**config.mk**
```make
export PLATFORM = sky130hd
export DESIGN_NAME = ifetch_unit
export DESIGN_NICKNAME = d
export VERILOG_FILES = /design/src/rtl/ifetch_unit.sv
export SDC_FILE = /design/constraint.sdc
export NUM_CORES = 1
export LEC_CHECK = 0
export ABC_AREA = 1
export CAP_MARGIN = 25
export CORE_ASPECT_RATIO = 0.6
export CORE_MARGIN = 3
export CORE_UTILIZATION = 50
export CTS_CLUSTER_DIAMETER = 40
export DETAILED_ROUTE_END_ITERATION = 6
export GPL_TIMING_DRIVEN = 1
export PLACE_DENSITY_LB_ADDON = 0.15
export SETUP_SLACK_MARGIN = 0.3
export SYNTH_ARGS = -nofsm -noshare
export SYNTH_HDL_FRONTEND = slang
export SYNTH_SLANG_ARGS = --single-unit
```
**constraint.sdc**
```tcl
create_clock -name clk -period 2.9 [get_ports clk]
set_clock_uncertainty 0.1 [all_clocks]
set_input_delay 0.58 -clock clk [delete_from_list [all_inputs] [get_ports clk]]
set_output_delay 0.58 -clock clk [all_outputs]
set_load 0.01 [all_outputs]
```
**src/rtl/ifetch_unit.sv**
```systemverilog
// Instruction-fetch stage: issues one request/grant read per PC and buffers
// returned words, tagged with their PC, in a small FIFO toward decode.
module ifetch_unit #(
  parameter int unsigned DEPTH  = 2,
  parameter int unsigned ADDR_W = 32
) (
  input  logic              clk,
  input  logic              rst,
  input  logic [ADDR_W-1:0] pc,
  output logic              pc_en,
  input  logic              flush,
  output logic              imem_req,
  output logic [ADDR_W-1:0] imem_addr,
  input  logic              imem_gnt,
  input  logic              imem_rvalid,
  input  logic [31:0]       imem_rdata,
  output logic              instr_valid,
  input  logic              instr_ready,
  output logic [31:0]       instr,
  output logic [ADDR_W-1:0] instr_pc
);

  localparam int unsigned PW = (DEPTH > 1) ? $clog2(DEPTH) : 1;
  localparam int unsigned CW = PW + 1;
  localparam logic [CW-1:0] DepthC = CW'(DEPTH);

  typedef enum logic [1:0] {StIdle, StReq, StWaitRsp} state_e;

  state_e            r_state;
  logic              r_req;
  logic [ADDR_W-1:0] r_addr;
  logic [ADDR_W-1:0] r_req_pc;
  logic              r_drop;

  logic [31:0]       r_mem_data [DEPTH];
  logic [ADDR_W-1:0] r_mem_pc   [DEPTH];
  logic [PW-1:0]     r_wptr;
  logic [PW-1:0]     r_rptr;
  logic [CW-1:0]     r_count;

  logic              w_push;
  logic              w_pop;
  logic              w_credit_idle;
  logic              w_credit_rsp;
  logic [ADDR_W-1:0] w_aligned;

  assign w_aligned   = {pc[ADDR_W-1:2], 2'b00};
  assign instr_valid = (r_count != '0);
  assign w_pop       = instr_valid & instr_ready;
  assign w_push      = (r_state == StWaitRsp) & imem_rvalid & ~r_drop & ~flush;

  // Credit ignores a same-cycle pop; the response being pushed now counts as buffered.
  assign w_credit_idle = (r_count < DepthC);
  assign w_credit_rsp  = ((r_count + CW'(w_push)) < DepthC);

  // A dropped fetch must not advance the PC past a pending redirect target.
  assign pc_en     = r_req & imem_gnt & ~flush & ~r_drop;
  assign imem_req  = r_req;
  assign imem_addr = r_addr;
  assign instr     = r_mem_data[r_rptr];
  assign instr_pc  = r_mem_pc[r_rptr];

  always_ff @(posedge clk or negedge rst) begin
    if (!rst) begin
      r_state  <= StIdle;
      r_req    <= 1'b0;
      r_addr   <= '0;
      r_req_pc <= '0;
      r_drop   <= 1'b0;
    end else begin
      unique case (r_state)
        StIdle: begin
          if (w_credit_idle && !flush) begin
            r_state  <= StReq;
            r_req    <= 1'b1;
            r_addr   <= w_aligned;
            r_req_pc <= pc;
          end
        end
        StReq: begin
          if (flush) r_drop <= 1'b1;
          if (imem_gnt) begin
            r_state <= StWaitRsp;
            r_req   <= 1'b0;
          end
        end
        StWaitRsp: begin
          if (imem_rvalid) begin
            r_drop <= 1'b0;
            // A flush here means pc is stale until the redirect lands; refetch from idle.
            if (w_credit_rsp && !flush) begin
              r_state  <= StReq;
              r_req    <= 1'b1;
              r_addr   <= w_aligned;
              r_req_pc <= pc;
            end else begin
              r_state <= StIdle;
            end
          end else if (flush) begin
            r_drop <= 1'b1;
          end
        end
        default: begin
          r_state <= StIdle;
          r_req   <= 1'b0;
        end
      endcase
    end
  end

  always_ff @(posedge clk or negedge rst) begin
    if (!rst) begin
      r_wptr  <= '0;
      r_rptr  <= '0;
      r_count <= '0;
      for (int unsigned i = 0; i < DEPTH; i++) begin
        r_mem_data[i] <= '0;
        r_mem_pc[i]   <= '0;
      end
    end else if (flush) begin
      r_wptr  <= '0;
      r_rptr  <= '0;
      r_count <= '0;
    end else begin
      if (w_push) begin
        r_mem_data[r_wptr] <= imem_rdata;
        r_mem_pc[r_wptr]   <= r_req_pc;
        r_wptr             <= r_wptr + PW'(1);
      end
      if (w_pop) r_rptr <= r_rptr + PW'(1);
      unique case ({w_push, w_pop})
        2'b10:   r_count <= r_count + CW'(1);
        2'b01:   r_count <= r_count - CW'(1);
        default: r_count <= r_count;
      endcase
    end
  end

endmodule

```
* After elaboration in Yosys (flattened, before gate mapping) *
Cells that the tools add are included.

word-level totals
  register bits = 200
  bits of input ports = 70
  output and inout bits = 99
  logic and storage cells = 93

operators by class
  bitwise gates (word level) = 11
  add/subtract/negate cells = 5
  multiplexer cells = 37
  equality and inequality tests = 8
  reductions and logical operators = 15
  magnitude comparators = 5

operators with widths
  kind                                                      count
  two-way mux 32 bit                                        13
  bitwise mux 64 bit                                        2
  one-hot mux 32 bit (2 select lines)                       2
  demux 32 bit (select 1 bit)                               1
  two-way mux 1 bit                                         11
  nonzero test 2 bit                                        5
  two-way mux 2 bit                                         4
  AND reduction 4 bit                                       2
  AND 1 bit                                                 7
  != test 2 bit, second input constant                      3
  one-hot mux 2 bit (3 select lines)                        1
  equality test 2 x 1 -> 1 bit, second input constant       2
  equality test 2 bit, second input constant                2
  greater-or-equal comparator 2 bit, second input constant  2
  < comparator 2 bit, second input constant                 2
  inverter 1 -> 2 bit                                       2
  one-hot mux 2 bit (2 select lines)                        1
  logical AND 1 bit                                         3
  one-hot mux 1 bit (3 select lines)                        1
  AND reduction 3 bit                                       1
  nonzero test 3 bit                                        1
  adder 1 bit, second input constant                        2
  adder 2 x 1 -> 2 bit                                      1
  adder 2 x 1 -> 2 bit, second input constant               1
  other kinds (8)                                           9

* Longest topological paths before layout *
  word-level depth = 10
  depth in mapped cells = 12
  mapped depth without buffers = 11

* Worst setup path before layout *
Ideal clock, no wire load.

  path kind = register to output
  start = reg r_rptr
  end = out instr_pc[19]
  cell stages (with the launch flop) = 5
  path buffers = 2
  setup slack = 1.128 ns
  arrival = 1.092 ns
  required time = 2.220 ns
  cells stage by stage = dfrtp_1 clkbuf_1 clkbuf_1 nand2_1 o21ai_0

on the way
  word-level cells in the longest chain between the ends = 4

ends and longest elaborated chain
  element                                                line  RTL
  from (decl)                                            38    logic [PW-1:0] r_rptr;
  from (signal assigned)                                 130   if (w_pop) r_rptr <= r_rptr + PW'(1);
  inverter 1 -> 2 bit (not written as such)              61    assign instr_pc = r_mem_pc[r_rptr];
  two-way mux 32 bit (not written as such) (3 in a row)  61
  to (decl)                                              20    output logic [ADDR_W-1:0] instr_pc

No other way between the ends. The select of a mux whose other input is x is not followed.

* Final worst setup path *
  start = reg r_rptr
  end = out instr_pc[26]

The elaborated chain is that of the path after synthesis.

==> flow_summary.ini <==
[clock_network]
cts_max_path_buffers = 2
cts.clk_slew.worst_paths_ns = 0.07
htreeDepth = 4
cts_sinks = 168
cts_tree = yes
root_buffer = clkbuf_16
holdBufCountCts = 0
cts-buffers-inserted = 17
worstSkewPairLatency_ns = 0.42

[worst_setup_path]
r2r-start = r_state[0]
r2r_setup_slack_ns = 0.71
cp-start-kind = flop
critPathCaptureType = output port
critical_path_class = reg2out
path_max_fanout = 7
cp_slowest_cell = clkdlybuf4s50_1
path_cells = o21ai_0 -> clkdlybuf4s50_1
rr_endpoint = r_req_pc[30]
reg2reg_depth = 8
slowest_delay_ns = 0.63
worstPathArrival_ns = 1.98
worstPathRequired_ns = 2.22

[yosys]
synthDistinctLibCells = 27
syn_area_sq_um = 7532
synth_fa_ha_area_share_pct = 0.8306
synth_xor_area_share_pct = 0.1163
synth.avg_cell_area_sq_um = 9.534
yosysTopAreaCell = dfrtp_1
synth-seq-cells = 168
yosys.area_share.simple_pct = 14.25
synth_area_leaders = dfrtp_1, nand2_1, o21ai_0
yosysWarnings = 0
ys_seq_area_share_pct = 55.81
synth_compound_area_share_pct = 9.219
synth_top_family_by_area = simple AND/OR/NAND/NOR gates
syn_inst = 790
muxShareOfSynthArea_pct = 9.568
synth_top_area_share_pct = 55.81

[placed_design]
gp_congestion = 0.7932
io_buffers = 166
dp_hpwl_mm = 12.35

[finish]
num-nets-final = 995
drive_above_1_share_pct = 12.97
fillCellCount = 1128
n_antenna_cell = 0
area_growth_pct = 30.20

[power_and_ir_drop]
max-vdd-ir-drop_mv = 0.4436
p_leak_nw = 4.872
power.total_mw = 9.357
p_per_area_nw_per_um2 = 954.2

[grt]
antenna_found_initial = 0
grt_max_degree = 69
overflow = 0
grt_pass1_vias = 5727
grt.total_usage_pct = 22.30
grt_pass1_wl_mm = 29.12

[sta]
drv_slew = 0
hold_viol = 0
fin_tns_setup_ns = 0
tightest_slew_ns = 0.6443
max_freq_mhz = 376.5
grt_setup_unrepaired = yes
period_share_pct = 91.59
slew-limit-headroom_pct = 57.05
fin_crit_ns = 2.656
setup-violations-final = 0

[routing]
initialDrtViolationCount = 363
routed_via_density = 5.046
drt_first_pass_iters = 5
vias = 5707
antenna_left = 0
wl_mm = 17.82
wl_per_cell_microns = 15.76
drc = 0

[floorplan]
die_h_microns = 101.1
io_pins = 169
die-area_sq_um = 16620
start_util_pct = 51.62
row_count = 34
core_sq_um = 14590
die_w_microns = 164.5

[job]
max_cap_violations = 0

[hold_path]
min_path_type = in2async

[run_status]
status = finished, final reports clean
## worst max-delay path, delay by kind of cell, from the launching register on
family | cells | cell delay, ns
flops | 1 | 0.53
buf+inv | 1 | 0.63
compound gates | 1 | 0.40
## cell usage after synthesis
cell      instances
nand3_2           1
o22ai_1           1
and3_1            1
clkbuf_1         14
nor2_1            6
nand2_2           1
a21o_1            1
ha_1              5
xor2_1            1
nor2_2            2
inv_1            75
nand3_1          38
o21ai_1           1
buf_6             3
dfrtp_1         168
buf_2            17
buf_4            41
nand2_4           1
nand3_4           1
nand4_1           2
mux2_1            5
nand2_1         209
inv_2             1
a21oi_1           2
o21ai_0         133
conb_1            1
mux2_2           59
## timing repair
action,CTS,global route
resized for setup,52,23
endpoints found under the setup margin,55,26
buffers inserted,2,0
cloned,0,0
## where the power goes
group / total (mW) / internal, mW / switching (mW)
registers: 3.52 / 3.07 / 0.445
logic: 3.64 / 1.65 / 1.99
clock network: 2.20 / 1.23 / 0.970
## routing by layer
metal / up-vias / routed length [microns] / global-route usage (%)
met3: 10 / 975 / 4.105
met4: 0 / 99 / 5.348
li1: 2768 / - / -
met1: 2760 / 8410 / 31.72
met5: - / 0 / 0
met2: 169 / 8333 / 35.87
## layout make-up
type | count | area (sq um) | share of cell area [%]
clock buffer | 18 | 439.2 | 4.478
sequential | 168 | 4208 | 42.91
inverter | 76 | 285.3 | 2.909
tap | 198 | 247.7 | 2.526
multi-input combinational | 472 | 2584 | 26.35
clock inverter | 14 | 138.9 | 1.416
timing repair buffer | 185 | 1904 | 19.42
## worst max path at each step
stage | from | slack (ns) | end | cells past startpoint
after floorplan | r_rptr | 1.13 | instr_pc[19] | 4
after global placement | flush | 0.34 | pc_en | 4
after detailed placement | flush | 0.34 | pc_en | 4
after CTS | r_rptr | 0.23 | instr[26] | 3
after global routing | r_rptr | 0.18 | instr[23] | 4
final | r_rptr | 0.24 | instr_pc[26] | 2
## kinds of logic after synthesis
family / count (synthesis)
other: 1
flip-flops: 168
AO/OA/AOI/OAI: 138
adder cells (fa/ha/maj): 5
buffers and inverters: 151
multiplexers: 64
AND/OR/NAND/NOR: 262
XOR/XNOR: 1
## sequential cells by signal (all words and copies together) (netlist names)
name,cells
r_state,2
r_mem_data,64
r_mem_pc,64
r_rptr,1
r_wptr,1
r_drop,1
imem_req,1
r_req_pc,32
r_count,2
## cell usage in the layout, fill, tap and decap left out, types with 2 or more instances in the layout
| master | synthesis | routed |
|---|---|---|
| clkdlybuf4s50_1 | 0 | 105 |
| ha_1 | 5 | 5 |
| dlygate4sd2_1 | 0 | 39 |
| nor2_1 | 6 | 5 |
| dlymetal6s2s_1 | 0 | 21 |
| clkinv_4 | 0 | 2 |
| buf_4 | 41 | 10 |
| inv_8 | 0 | 2 |
| mux2_1 | 5 | 5 |
| nand3_1 | 38 | 38 |
| nand4_1 | 2 | 2 |
| a21oi_1 | 2 | 2 |
| inv_1 | 75 | 75 |
| buf_12 | 0 | 7 |
| clkinv_2 | 0 | 2 |
| nand2_1 | 209 | 209 |
| clkinvlp_4 | 0 | 2 |
| clkbuf_16 | 0 | 17 |
| conb_1 | 1 | 2 |
| o21ai_0 | 133 | 120 |
| dfrtp_1 | 168 | 167 |
| o21ai_1 | 1 | 13 |
| buf_6 | 3 | 3 |
| inv_6 | 0 | 5 |
| nor2_4 | 0 | 2 |
| mux2_2 | 59 | 59 |
## metrics by stage
step	setup WS, ns	cell area (sq um)	util (%)	hold WS [ns]	instances
final	0.2440	9807	67.21	0.04089	1131
after global routing	0.1812	9807	67.21	0.07806	1131
after CTS	0.2257	9751	66.82	0.06833	1131
after detailed placement	0.3408	9199	63.04	0.3893	1097
after global placement	0.3407	9199	63.04	0.3722	1097
after floorplan	1.128	7536	-	0.1844	791
No activity file was read; power rests on OpenSTA's default activity.
